`src/rtl/flash_sample_fetcher.sv`:
```
// rtl/flash_sample_fetcher.sv - flash word fetcher, 16-bit sample splitter and sample FIFO (optional SAMPLE_ATTEN_EN)
module flash_sample_fetcher #(
    parameter int NUM_WORDS  = 2097152,
    parameter int FIFO_DEPTH = 8
) (
    input  logic        clk,
    input  logic        rst,
    input  logic        start,
    input  logic [1:0]  mode,
    output logic        flash_mem_read,
    output logic [22:0] flash_mem_address,
    input  logic        flash_mem_waitrequest,
    input  logic [31:0] flash_mem_readdata,
    input  logic        flash_mem_readdatavalid,
    output logic        flash_mem_write,
    output logic        flash_mem_burstcount,
    output logic [3:0]  flash_mem_byteenable,
    output logic [31:0] flash_mem_writedata,
    output logic [15:0] sample_data,
    output logic        sample_valid,
    input  logic        sample_ready,
    output logic        busy,
    output logic        done
);
    localparam int PW = $clog2(FIFO_DEPTH);
    localparam int CW = PW + 1;

    typedef enum logic [2:0] {
        S_IDLE, S_REQ, S_WAIT, S_SPLIT_LO, S_SPLIT_HI, S_ADV, S_DRAIN, S_DONE
    } state_t;

    state_t          state_q, state_d;
    logic [22:0]     addr_q, addr_d;
    logic            read_q, read_d;
    logic [1:0]      mode_q, mode_d;
    logic [31:0]     word_q, word_d;
    logic            rep_q, rep_d;
    logic            busy_q, busy_d;
    logic            done_q, done_d;
    logic [PW-1:0]   wr_ptr_q, wr_ptr_d;
    logic [PW-1:0]   rd_ptr_q, rd_ptr_d;
    logic [CW-1:0]   count_q, count_d;
    logic [15:0]     mem_q [FIFO_DEPTH];
    logic [15:0]     mem_d [FIFO_DEPTH];

    logic            push;
    logic            pop;
    logic [15:0]     push_raw;
    logic [15:0]     push_sample;
    logic            slow;
    logic            chip;
    logic [CW-1:0]   free_w;
    logic [CW-1:0]   need_w;

    assign slow   = (mode_q == 2'b10);
    assign chip   = (mode_q == 2'b01);
    assign free_w = CW'(FIFO_DEPTH) - count_q;
    assign need_w = slow ? CW'(4) : CW'(2);
    assign pop    = (count_q != '0) && sample_ready;

`ifdef SAMPLE_ATTEN_EN
    assign push_sample = 16'($signed(push_raw) >>> 6);
`else
    assign push_sample = push_raw;
`endif

    // Next-state logic for the playback sequencer and the sample FIFO
    always_comb begin
        state_d  = state_q;
        addr_d   = addr_q;
        read_d   = read_q;
        mode_d   = mode_q;
        word_d   = word_q;
        rep_d    = rep_q;
        busy_d   = busy_q;
        done_d   = done_q;
        wr_ptr_d = wr_ptr_q;
        rd_ptr_d = rd_ptr_q;
        count_d  = count_q;
        mem_d    = mem_q;
        push     = 1'b0;
        push_raw = 16'h0000;

        case (state_q)
            S_IDLE, S_DONE: begin
                if (start) begin
                    state_d = S_REQ;
                    addr_d  = '0;
                    busy_d  = 1'b1;
                    done_d  = 1'b0;
                    mode_d  = mode;
                    rep_d   = 1'b0;
                end
            end
            S_REQ: begin
                // Room is reserved before the read so the split never overflows
                if (read_q) begin
                    if (!flash_mem_waitrequest) begin
                        read_d  = 1'b0;
                        state_d = S_WAIT;
                    end
                end else if (free_w >= need_w) begin
                    read_d = 1'b1;
                end
            end
            S_WAIT: begin
                if (flash_mem_readdatavalid) begin
                    word_d  = flash_mem_readdata;
                    state_d = S_SPLIT_LO;
                end
            end
            S_SPLIT_LO: begin
                push     = 1'b1;
                push_raw = word_q[15:0];
                if (slow && !rep_q) begin
                    rep_d = 1'b1;
                end else begin
                    rep_d   = 1'b0;
                    state_d = chip ? S_ADV : S_SPLIT_HI;
                end
            end
            S_SPLIT_HI: begin
                push     = 1'b1;
                push_raw = word_q[31:16];
                if (slow && !rep_q) begin
                    rep_d = 1'b1;
                end else begin
                    rep_d   = 1'b0;
                    state_d = S_ADV;
                end
            end
            S_ADV: begin
                if (addr_q == 23'(NUM_WORDS - 1)) begin
                    state_d = S_DRAIN;
                end else begin
                    addr_d  = addr_q + 23'd1;
                    state_d = S_REQ;
                end
            end
            S_DRAIN: begin
                if (count_q == '0) begin
                    state_d = S_DONE;
                    busy_d  = 1'b0;
                    done_d  = 1'b1;
                end
            end
            default: state_d = S_IDLE;
        endcase

        if (push) begin
            mem_d[wr_ptr_q] = push_sample;
            wr_ptr_d        = wr_ptr_q + PW'(1);
        end
        if (pop) begin
            rd_ptr_d = rd_ptr_q + PW'(1);
        end
        case ({push, pop})
            2'b10:   count_d = count_q + CW'(1);
            2'b01:   count_d = count_q - CW'(1);
            default: count_d = count_q;
        endcase
    end

    // State registers; reset abandons any outstanding read and flushes the FIFO
    always_ff @(posedge clk or posedge rst) begin
        if (rst) begin
            state_q  <= S_IDLE;
            addr_q   <= '0;
            read_q   <= 1'b0;
            mode_q   <= 2'b00;
            word_q   <= '0;
            rep_q    <= 1'b0;
            busy_q   <= 1'b0;
            done_q   <= 1'b0;
            wr_ptr_q <= '0;
            rd_ptr_q <= '0;
            count_q  <= '0;
            for (int i = 0; i < FIFO_DEPTH; i++) begin
                mem_q[i] <= 16'h0000;
            end
        end else begin
            state_q  <= state_d;
            addr_q   <= addr_d;
            read_q   <= read_d;
            mode_q   <= mode_d;
            word_q   <= word_d;
            rep_q    <= rep_d;
            busy_q   <= busy_d;
            done_q   <= done_d;
            wr_ptr_q <= wr_ptr_d;
            rd_ptr_q <= rd_ptr_d;
            count_q  <= count_d;
            mem_q    <= mem_d;
        end
    end

    assign flash_mem_read       = read_q;
    assign flash_mem_address    = addr_q;
    assign flash_mem_write      = 1'b0;
    assign flash_mem_burstcount = 1'b1;
    assign flash_mem_byteenable = 4'hF;
    assign flash_mem_writedata  = 32'h0000_0000;
    assign sample_valid         = (count_q != '0);
    assign sample_data          = mem_q[rd_ptr_q];
    assign busy                 = busy_q;
    assign done                 = done_q;

endmodule

```
`config.mk`:
```
export PLATFORM = sky130hd
export DESIGN_NAME = flash_sample_fetcher
export DESIGN_NICKNAME = d
export VERILOG_FILES = /design/src/rtl/flash_sample_fetcher.sv
export SDC_FILE = /design/constraint.sdc
export NUM_CORES = 1
export LEC_CHECK = 0
export ABC_AREA = 0
export ABC_CLOCK_PERIOD_IN_PS = 11100
export CORE_UTILIZATION = 45
export DETAILED_ROUTE_END_ITERATION = 10
export HOLD_SLACK_MARGIN = 0.02
export PLACE_DENSITY_LB_ADDON = 0.12
export SYNTH_ARGS = -nofsm -noshare
export SYNTH_HDL_FRONTEND = slang
export SYNTH_SLANG_ARGS = --single-unit
```
`constraint.sdc`:
```
create_clock -name clk -period 11.1 [get_ports clk]
set_input_delay 1.11 -clock clk [delete_from_list [all_inputs] [get_ports clk]]
set_output_delay 1.11 -clock clk [all_outputs]
set_load 0.01 [all_outputs]
```
Yosys cells after proc, flatten, opt, wreduce, memory -nomap -nowiden:

Index checks and enable logic that the tools add are counted.

* register bits: 202
* input bits: 40
* output and inout bits: 81
* logic and storage cells: 104

* add/sub/neg operators: 6
* magnitude comparators: 4
* eq/ne operators: 20
* multiplexer cells: 34
* bitwise operators: 2
* reduce and logical (&&, ||, !) cells: 19

Operators with widths (number)
* bitwise mux 128 bit: 1
* binary-select mux 16 bit (select 3 bit): 1
* demux 16 bit (select 3 bit): 1
* two-way mux 16 bit: 3
* two-way mux 23 bit: 2
* one-hot mux 23 bit (2 select lines): 1
* one-hot mux 16 bit (2 select lines): 1
* two-way mux 3 bit: 9
* adder 23 x 1 -> 23 bit (second input constant): 1
* == test 23 x 21 -> 1 bit (second input constant): 1
* one-hot mux 3 bit (7 select lines): 1
* inequality test 2 bit (second input constant): 8
* == test 3 bit (second input constant): 4
* two-way mux 1 bit: 10
* >= comparator 4 bit (second input constant): 2
* inverter 3 -> 4 bit: 2
* one-hot mux 4 bit (2 select lines): 1
* nonzero test 2 bit: 4
* AND reduction 7 bit: 1
* adder 3 x 1 -> 3 bit (second input constant): 2
* == test 3 x 2 -> 1 bit (second input constant): 2
* one-hot mux 1 bit (2 select lines): 3
* AND reduction 2 bit: 3
* AND reduction 3 bit: 2
* 14 further kinds: 19

Depth between registers and ports, before layout:

Gate-level depths: netlist (run 1).

* word-level depth: 6
* gate-level depth with buffers: 14

Worst setup path before layout (run 1):

OpenSTA, ideal clock, no wires.

* path kind: register to output
* start: register rd_ptr_q[0]
* end: output sample_data[0]
* data arrival time: 1732 ps
* required time: 9990 ps
* setup slack: 8258 ps
* stages on the path, launching flop included: 5
* cell sequence: dfrtp_1 clkbuf_1 buf_2 mux4_2 mux2_2

* word-level cells in the longest chain between the ends: 4

RTL lines
* from (decl): RTL line 41 `logic [PW-1:0] rd_ptr_q, rd_ptr_d;`
* from (signal assigned): RTL line 191 `rd_ptr_q <= rd_ptr_d;`
* inverter 3 -> 4 bit (implied by the code): RTL line 204 `assign sample_data = mem_q[rd_ptr_q];`
* binary-select mux 16 bit (select 3 bit): RTL line 204
* two-way mux 16 bit (implied by the code) (2 in series): RTL line 204
* to (decl): RTL line 19 `output logic [15:0] sample_data,`

No other way between the ends. The select of a mux whose other input is x is not followed.

Final worst setup path (run 1):

* start: register rd_ptr_q[0]
* end: output sample_data[10]

The elaborated chain is that of the path after synthesis.

==> results of run 1 <==
==> synthesized netlist by cell type (4+ instances only) <==
cell type | instances | area (um2)
xor2_1 | 16 | 140
o31ai_1 | 7 | 52.6
o21ai_0 | 72 | 360
xnor2_1 | 9 | 78.8
mux2_2 | 51 | 574
nor2b_1 | 6 | 37.5
a22oi_1 | 16 | 120
o211ai_1 | 9 | 67.6
nand2_1 | 90 | 338
inv_1 | 12 | 45.0
and4_1 | 5 | 43.8
mux4_2 | 32 | 721
buf_2 | 15 | 75.1
dfrtp_1 | 202 | 5050
buf_1 | 4 | 15.0
clkbuf_1 | 32 | 120
nand4_1 | 9 | 56.3
ha_1 | 9 | 113
and3_1 | 7 | 43.8
nor3_1 | 5 | 25.0
a21oi_1 | 69 | 345
o21a_1 | 4 | 30.0
nor4_1 | 6 | 37.5
nand3_1 | 9 | 45.0
nor2_1 | 85 | 319
buf_4 | 43 | 323
==> kinds of logic after synthesis <==
kind of cell               Yosys count
and+or+nand+nor                    241
DFF                                202
AOI/OAI and AO/OA                  192
buffers and inverters              107
muxes                               83
xor gates and xnor gates            25
adders and majority gates            9
other                                2
==> critical path: stages (launching register included) <==
cell             delay (ps)
dfrtp_2                1120
mux4_2                  600
mux2_2                  310
clkdlybuf4s50_1         490
==> stage by stage <==
| step | util [%] | total power, W | setup WS (ps) | hold slack (ps) |
|---|---|---|---|---|
| floorplan | - | 0.00204 | 4480 | 445 |
| global placement | 50.6 | 0.00233 | 7450 | 458 |
| detailed placement | 50.6 | 0.00240 | 7400 | 468 |
| CTS | 54.3 | 0.00315 | 6870 | 481 |
| global route | 54.3 | 0.00333 | 6760 | 499 |
| finish | 54.3 | 0.00312 | 6970 | 475 |
==> worst max-delay path by stage <==
stage / start / end / slack [ps] / cells after the start
finish: rd_ptr_q[0] / sample_data[10] / 6970 / 3
global route: rd_ptr_q[0] / sample_data[3] / 6760 / 3
CTS: rd_ptr_q[0] / sample_data[2] / 6870 / 3
detailed placement: rd_ptr_q[0] / sample_data[10] / 7400 / 3
global placement: rd_ptr_q[0] / sample_data[10] / 7450 / 3
floorplan: rst / busy / 4480 / 1
==> cell type report <==
class / instances / share of cell area (%)
inverters: 13 / 0.506
well taps: 270 / 3.04
clock inverters: 5 / 0.450
flip-flops and latches: 202 / 45.4
multi-input cells: 588 / 36.1
repair buffers: 93 / 8.12
clock buffers: 34 / 6.35
==> flip-flops by register name, summed over array words and instances (netlist names) <==
signal / flops
wr_ptr_q: 3
done: 1
mem_q: 128
word_q: 32
flash_mem_read: 1
flash_mem_address: 23
rep_q: 1
busy: 1
count_q: 4
mode_q: 2
rd_ptr_q: 3
state_q: 3
==> layer usage <==
metal	vias to the layer above	GRT usage [%]	share of wire (%)
met5	-	0	0
met2	197	31.3	46
li1	3083	-	-
met1	3278	29.5	47
met3	28	2.84	4.6
met4	0	4.79	1.7
==> power by group <==
group / internal (W) / switching [W] / total [W] / leakage, nW
Clock: 0.000459 / 0.000284 / 0.000743 / 0.380
Sequential: 0.00103 / 0.000264 / 0.00129 / 2.58
Combinational: 0.000582 / 0.000499 / 0.00108 / 1.78
==> flow_metrics.env, run 1 <==
export IMPL_regToRegSetupSlack_ps=7700
export IMPL_synth_top_family_by_area="multiplexers"
export IMPL_vdd_drop_max_uv=117
export IMPL_place_area_mm2=0.0104
export IMPL_reg2reg_from="state_q[2]"
export IMPL_r2r_worst_path_cells=6
export IMPL_fin_area_mm2=0.0111
export IMPL_cp_start_kind="flip-flop"
export IMPL_p_leak_nw=4.74
export IMPL_ys_async_sr_fraction_pct=100
export IMPL_syn_inst=861
export IMPL_syn_avg_cell_area_um2=11.1
export IMPL_finClkSkew_ps=6.03
export IMPL_synthMuxAreaShare_pct=13.6
export IMPL_drtIter0Drc=356
export IMPL_crit_required_ps=9990
export IMPL_clkTransAtPathRegs_ps=60
export IMPL_cts_root_buf="clkbuf_16"
export IMPL_final_setup_tns_ps=0
export IMPL_path_max_fanout=34
export IMPL_diodes=0
export IMPL_rows=52
export IMPL_hpwlAfterDp_mm=13.6
export IMPL_start_util_pct=46.4
export IMPL_cts_path_max_buffers=3
export IMPL_most_common_layout_cells="dfrtp_1 (201), nand2_1 (90), nor2_1 (85)"
export IMPL_final_common_cell="dfrtp_1"
export IMPL_worst_slew_pin_slew_ps=1130
export IMPL_cts_tree="built"
export IMPL_outcome="finished clean"
export IMPL_critPathArrivalTime_ps=3020
export IMPL_die_area_mm2=0.0217
export IMPL_ctsResizeCount=0
export IMPL_gp_congestion=0.788
export IMPL_seq_area_mm2=0.00506
export IMPL_synthSimpleGateAreaFrac_pct=12.1
export IMPL_synth_compound_area_share_pct=11.5
export IMPL_fin_crit_sh_pct=37.2
export IMPL_overflow=0
export IMPL_final_cells=1205
export IMPL_synth_ff_type="dfrtp_1"
export IMPL_cts_setup_buffers=0
export IMPL_drc=0
export IMPL_setup_viol=0
export IMPL_grt_max_degree=138
export IMPL_timing_slew_headroom_pct=24.5
export IMPL_insertion_delay_ps=500
export IMPL_grt_pass1_vias=6622
export IMPL_hold_end="mem_q[29]"
export IMPL_cp_end_kind="output port"
export IMPL_cts_buffers=22
export IMPL_min_delay_path_class="flip-flop to flip-flop"
export IMPL_avgRoutedWirePerCell_um=17.4
export IMPL_syn_area_mm2=0.00952
export IMPL_drtAntennaViolNets=0
export IMPL_pin_count=121
export IMPL_synth_seq_cells=202
export IMPL_grt_first_pass_wirelength_mm=34.5
export IMPL_grtUsageTotal_pct=20.0
export IMPL_r2r_end="mem_q[64]"
export IMPL_drive_gt1_share_pct=15.0
export IMPL_synth_edf_count=0
export IMPL_n_fill_cell=1800
export IMPL_fp_coreArea_mm2=0.0205
export IMPL_seq_area_frac_synth_pct=53.1
export IMPL_hold_start="mem_q[29]"
export IMPL_hold_viol_final=0
export IMPL_drt_total_wl_mm=21.0
export IMPL_yosys_warnings=0
export IMPL_max_freq_ghz=0.242
export IMPL_dieWidth_um=147
export IMPL_area_growth_pct=17.0
export IMPL_maxCapViolations=0
export IMPL_period_needed_ps=4130
export IMPL_rsz0062_at_grt="no"
export IMPL_port_buffers=82
export IMPL_nets=969
export IMPL_cts_sinks=202
export IMPL_yosys_area_share_xor_xnor_pct=2.30
export IMPL_min_path_cells=2
export IMPL_antenna_found_initial=0
export IMPL_p_per_area_mw_per_mm2=280
export IMPL_cts_hold_fix_buffers=0
export IMPL_multi_input_area_mm2=0.00402
export IMPL_dr_total_vias=6586
export IMPL_synth_cell_type_count=51
export IMPL_critical_path_class="flip-flop to output port"
export IMPL_dp_cells=1166
export IMPL_drt_pass1_iter_count=5
export IMPL_drv_slew=0
export IMPL_dieHeight_um=147
export IMPL_via_per_inst=5.47
export IMPL_synth_adder_area_share_pct=1.18
export IMPL_htree_levels=1
Note: power is estimated with default switching activity, not from simulation.
==> inputs of run 2 (changes only) <==
Settings changed: ABC_CLOCK_PERIOD_IN_PS 11100 to 3800.
Clock period 11.1 ns to 3.8 ns, I/O delays scaled along.
==> run 2 against run 1 <==
  * Non-clock buffer count grew 3
  * Critical path depth grew 7
  * Combinational power rose to 3.1 times the previous value
  * Die area unchanged
  * Clock skew grew 18 ps
  * Cell count is 0.41% higher
  * Clock-buffer cell count unchanged
  * Sequential share of layout area down 0.11 points
  * Via count grew 0.20%
  * Utilization grew 0.13 points
  * Flip-flop and latch count stayed put
  * Sequential power increased to 2.8 times the previous value
==> flow_metrics.env, run 2 (synthesized netlist as in run 1, its figures left out) <==
export IMPL_outcome="finished clean"
export IMPL_drtIter0Drc=301
export IMPL_insertion_delay_ps=510
export IMPL_maxCapViolations=0
export IMPL_grt_pass1_vias=6836
export IMPL_area_growth_pct=17.3
export IMPL_regToRegSetupSlack_ps=650
export IMPL_dr_total_vias=6599
export IMPL_r2r_end="count_q[2]"
export IMPL_start_util_pct=46.4
export IMPL_period_needed_ps=3150
export IMPL_cts_path_max_buffers=3
export IMPL_crit_required_ps=4160
export IMPL_timing_slew_headroom_pct=35.3
export IMPL_worst_slew_pin_slew_ps=970
export IMPL_hold_viol_final=0
export IMPL_drv_slew=0
export IMPL_cts_sinks=202
export IMPL_gp_congestion=0.820
export IMPL_most_common_layout_cells="dfrtp_1 (201), nand2_1 (90), nor2_1 (85)"
export IMPL_reg2reg_from="state_q[0]"
export IMPL_r2r_worst_path_cells=10
export IMPL_max_freq_ghz=0.317
export IMPL_critical_path_class="flip-flop to flip-flop"
export IMPL_port_buffers=82
export IMPL_rsz0062_at_grt="no"
export IMPL_place_area_mm2=0.0104
export IMPL_final_common_cell="dfrtp_1"
export IMPL_drtAntennaViolNets=0
export IMPL_cts_tree="built"
export IMPL_dieWidth_um=147
export IMPL_final_core_util_pct=54.4
export IMPL_top_register="mem_q"
export IMPL_final_setup_tns_ps=0
export IMPL_min_delay_path_class="primary input to async pin"
export IMPL_dieHeight_um=147
export IMPL_worst_slack_ps=647
export IMPL_cp_end_kind="flip-flop"
export IMPL_p_per_area_mw_per_mm2=813
export IMPL_die_area_mm2=0.0217
export IMPL_path_max_fanout=18
export IMPL_setup_viol=0
export IMPL_ctsResizeCount=0
export IMPL_via_per_inst=5.45
export IMPL_drt_total_wl_mm=21.0
export IMPL_place_worst_setup_slack_ps=650
export IMPL_cp_start_kind="flip-flop"
export IMPL_vdd_drop_max_uv=304
export IMPL_fin_area_mm2=0.0112
export IMPL_grt_first_pass_wirelength_mm=35.3
export IMPL_overflow=0
export IMPL_rows=52
export IMPL_fp_coreArea_mm2=0.0205
export IMPL_drt_pass1_iter_count=4
export IMPL_grt_max_degree=127
export IMPL_pin_count=121
export IMPL_drive_gt1_share_pct=15.2
export IMPL_clkTransAtPathRegs_ps=60
export IMPL_cts_hold_fix_buffers=0
export IMPL_antenna_found_initial=0
export IMPL_htree_levels=1
export IMPL_drc=0
export IMPL_avgRoutedWirePerCell_um=17.4
export IMPL_p_leak_nw=4.75
export IMPL_diodes=0
export IMPL_critPathArrivalTime_ps=3520
export IMPL_grtUsageTotal_pct=20.4
export IMPL_cts_setup_buffers=0
export IMPL_fin_crit_sh_pct=83.0
export IMPL_cts_buffers=23
export IMPL_cts_root_buf="clkbuf_16"
export IMPL_hpwlAfterDp_mm=13.6
export IMPL_finClkSkew_ps=23.6
export IMPL_largest_register_ffs=128
export IMPL_nets=973
-- run 2: cell types whose count changed in the layout (fill, tap and decap cells not counted), sizes merged --
| cell | change |
|---|---|
| buf | +3 |
| bufinv | -1 |
| clkinv | +1 |
| clkinvlp | +2 |
-- run 2: cell type report --
cell class | count | area (um2)
multi-input cells | 588 | 4020
well taps | 270 | 338
clock inverters | 7 | 41.3
clock buffers | 34 | 687
fillers | 1767 | 9340
repair buffers | 96 | 963
flip-flops and latches | 202 | 5060
inverters | 13 | 52.6
-- run 2: worst max path at each step --
stage,from,to
after floorplan,rst,busy
after global placement,state_q[0],count_q[2]
after detailed placement,state_q[0],count_q[2]
after CTS,state_q[0],count_q[2]
after global routing,state_q[0],count_q[2]
final,state_q[0],count_q[2]
-- run 2: where the power goes --
group          switching, W  internal [W]  leakage, nW
combinational       0.00163       0.00173         1.81
clock              0.000838       0.00125        0.363
sequential         0.000628       0.00300         2.58
-- run 2: critical path: stages (launching register included) --
cell     delay [ps]
dfrtp_1         610
and3b_1         660
or2_1           330
inv_2           180
ha_1            300
xor2_1          180
ha_1            200
a21oi_1         170
xor2_1          170
nor2_1           70
xor2_1          130
-- run 2: routing by layer --
layer,GRT usage [%],wire length [um],vias to the layer above
met3,3.09,1030,27
met2,33.6,9950,171
met4,4.85,346,0
met1,28.5,9680,3314
met5,0,0,-
li1,-,-,3087
-- run 2: stage by stage --
| step | total power [W] | hold WS, ps | std cells |
|---|---|---|---|
| CTS | 0.00919 | 269 | 1210 |
| detailed placement | 0.00706 | 465 | 1169 |
| global route | 0.00972 | 316 | 1210 |
| finish | 0.00908 | 269 | 1210 |
| floorplan | 0.00596 | 445 | 897 |
| global placement | 0.00686 | 456 | 1169 |
==> inputs of run 3 (changes only) <==
Settings changed: ABC_CLOCK_PERIOD_IN_PS 3800 to 2940.
Clock period 3.8 ns to 2.94 ns, I/O delays scaled along.
==> run 3 against run 2 <==
  * Combinational power rose by 35%
  * Setup slack got worse by 510 ps
  * Power rose by 35%
  * Utilization rose by 1.0 points
  * Cell count rose by 1.1%
  * Via count rose by 1.2%
  * Clock-buffer cell count fell by 3
  * Die area did not move
  * Clock power rose by 48%
  * Critical endpoint is now sample_data[0]
  * Largest cell class unchanged
  * Highest routed layer unchanged
==> flow_metrics.env, run 3 (synthesized netlist as in run 1, its figures left out) <==
export IMPL_reg2reg_from="count_q[1]"
export IMPL_cts_tree="built"
export IMPL_min_delay_path_class="primary input to async pin"
export IMPL_drtAntennaViolNets=0
export IMPL_fp_coreArea_mm2=0.0205
export IMPL_dieWidth_um=147
export IMPL_drt_total_wl_mm=21.3
export IMPL_dieHeight_um=147
export IMPL_crit_required_ps=2650
export IMPL_final_setup_tns_ps=0
export IMPL_largest_register_ffs=128
export IMPL_rows=52
export IMPL_grtUsageTotal_pct=20.4
export IMPL_critical_path_class="flip-flop to output port"
export IMPL_grt_first_pass_wirelength_mm=35.4
export IMPL_hold_viol_final=0
export IMPL_dp_cells=1179
export IMPL_r2r_end="count_q[2]"
export IMPL_outcome="finished clean"
export IMPL_drc=0
export IMPL_fin_crit_sh_pct=95.4
export IMPL_crit_path_top_delay_cell="mux4_2"
export IMPL_diodes=0
export IMPL_insertion_delay_ps=500
export IMPL_nets=985
export IMPL_hpwlAfterDp_mm=13.9
export IMPL_critical_path_cell_chain="buf_12 > mux4_2 > mux2_2 > clkdlybuf4s50_1"
export IMPL_path_delay_family="multiplexers"
export IMPL_max_freq_ghz=0.357
export IMPL_drive_gt1_share_pct=16.4
export IMPL_path_max_fanout=12
export IMPL_vdd_drop_max_uv=441
export IMPL_cp_end_kind="output port"
export IMPL_htree_levels=1
export IMPL_maxCapViolations=0
export IMPL_cts_path_max_buffers=3
export IMPL_grt_max_degree=130
export IMPL_pin_count=121
export IMPL_fin_area_mm2=0.0114
export IMPL_p_leak_nw=4.86
export IMPL_start_util_pct=46.4
export IMPL_worst_slew_pin_slew_ps=1070
export IMPL_drv_slew=0
export IMPL_drtIter0Drc=408
export IMPL_clkTransAtPathRegs_ps=60
export IMPL_cts_root_buf="clkbuf_16"
export IMPL_timing_slew_headroom_pct=28.5
export IMPL_p_per_area_mw_per_mm2=1080
export IMPL_path_buf_inv=2
export IMPL_overflow=0
export IMPL_most_common_layout_cells="dfrtp_1 (201), nand2_1 (90), nor2_1 (85)"
export IMPL_top_register="mem_q"
export IMPL_grt_pass1_vias=6705
export IMPL_dr_total_vias=6679
export IMPL_port_buffers=82
export IMPL_final_core_util_pct=55.4
export IMPL_finClkSkew_ps=14.4
export IMPL_critPathArrivalTime_ps=2510
export IMPL_met1_usage_pct=30.1
export IMPL_cp_start_kind="flip-flop"
export IMPL_regToRegSetupSlack_ps=330
export IMPL_cp_depth=4
export IMPL_via_per_inst=5.46
export IMPL_final_cells=1223
export IMPL_final_common_cell="dfrtp_1"
export IMPL_place_area_mm2=0.0105
export IMPL_antenna_found_initial=3
export IMPL_r2r_worst_path_cells=12
export IMPL_drt_pass1_iter_count=5
export IMPL_use_met2_pct=32.0
export IMPL_period_needed_ps=2800
export IMPL_avgRoutedWirePerCell_um=17.4
export IMPL_cts_sinks=202
export IMPL_rsz0062_at_grt="no"
export IMPL_cts_buffers=23
export IMPL_busiest_layer="met2"
export IMPL_die_area_mm2=0.0217
export IMPL_setup_viol=0
export IMPL_gp_congestion=0.832
export IMPL_max_stage_delay_ps=510
export IMPL_grt_met3_usage_pct=3.21
export IMPL_whs_ps=79.2
export IMPL_area_growth_pct=19.4
run 3: cell types whose count changed in the layout (fill, tap and decap cells not counted):
| cell | delta |
|---|---|
| buf_12 | +1 |
| buf_4 | +11 |
| bufinv_16 | +5 |
| clkbuf_8 | -3 |
| clkinvlp_4 | -1 |
| dfrtp_2 | -1 |
| dfrtp_4 | +1 |
run 3: layout make-up:
class	count	area (um2)
flip-flops and latches	202	5060
inverters	13	52.6
multi-input cells	588	4020
repair buffers	108	1070
clock inverters	11	184
well taps	270	338
fillers	1732	9130
clock buffers	31	646
run 3: worst register-to-register path: cells and delay by family (launching register included):
family                   cells  cell delay [ps]
flip-flops                   1              450
adder cells (fa/ha/maj)      3              620
buffers and inverters        2              190
AND/OR/NAND/NOR              3              610
XOR/XNOR                     3              480
AO/OA/AOI/OAI                1              140
run 3: timing repair:
action | CTS | global route
hold buffers | 0 | 0
gates resized for setup | 1 | 0
endpoints found under the setup margin | 11 | 0
setup buffers | 2 | 0
run 3: power breakdown:
part	switching (W)	leakage (nW)	internal, W
registers	0.000742	2.58	0.00389
clock network	0.00111	0.412	0.00198
logic	0.00222	1.87	0.00234
run 3: metal layers:
metal | share of wire [%] | vias to the layer above | wire [um]
met5 | 0 | - | 0
met2 | 46 | 206 | 9800
met3 | 5.5 | 29 | 1160
met4 | 1.7 | 0 | 371
met1 | 47 | 3325 | 9930
li1 | - | 3119 | -
run 3: stage by stage:
step / power (W) / worst slack (ps)
final: 0.0123 / 135
after global routing: 0.0131 / 44.6
after detailed placement: 0.00921 / 287
after CTS: 0.0124 / 102
after global placement: 0.00899 / 375
after floorplan: 0.00770 / 29.7
run 3: worst max-delay path by stage:
stage	startpoint	slack (ps)	end
2_1_floorplan	rst	30	busy
3_3_place_gp	count_q[0]	370	count_q[2]
3_5_place_dp	count_q[1]	290	count_q[2]
4_1_cts	rd_ptr_q[0]	100	sample_data[0]
5_1_grt	count_q[0]	40	count_q[2]
6_report	rd_ptr_q[0]	140	sample_data[0]
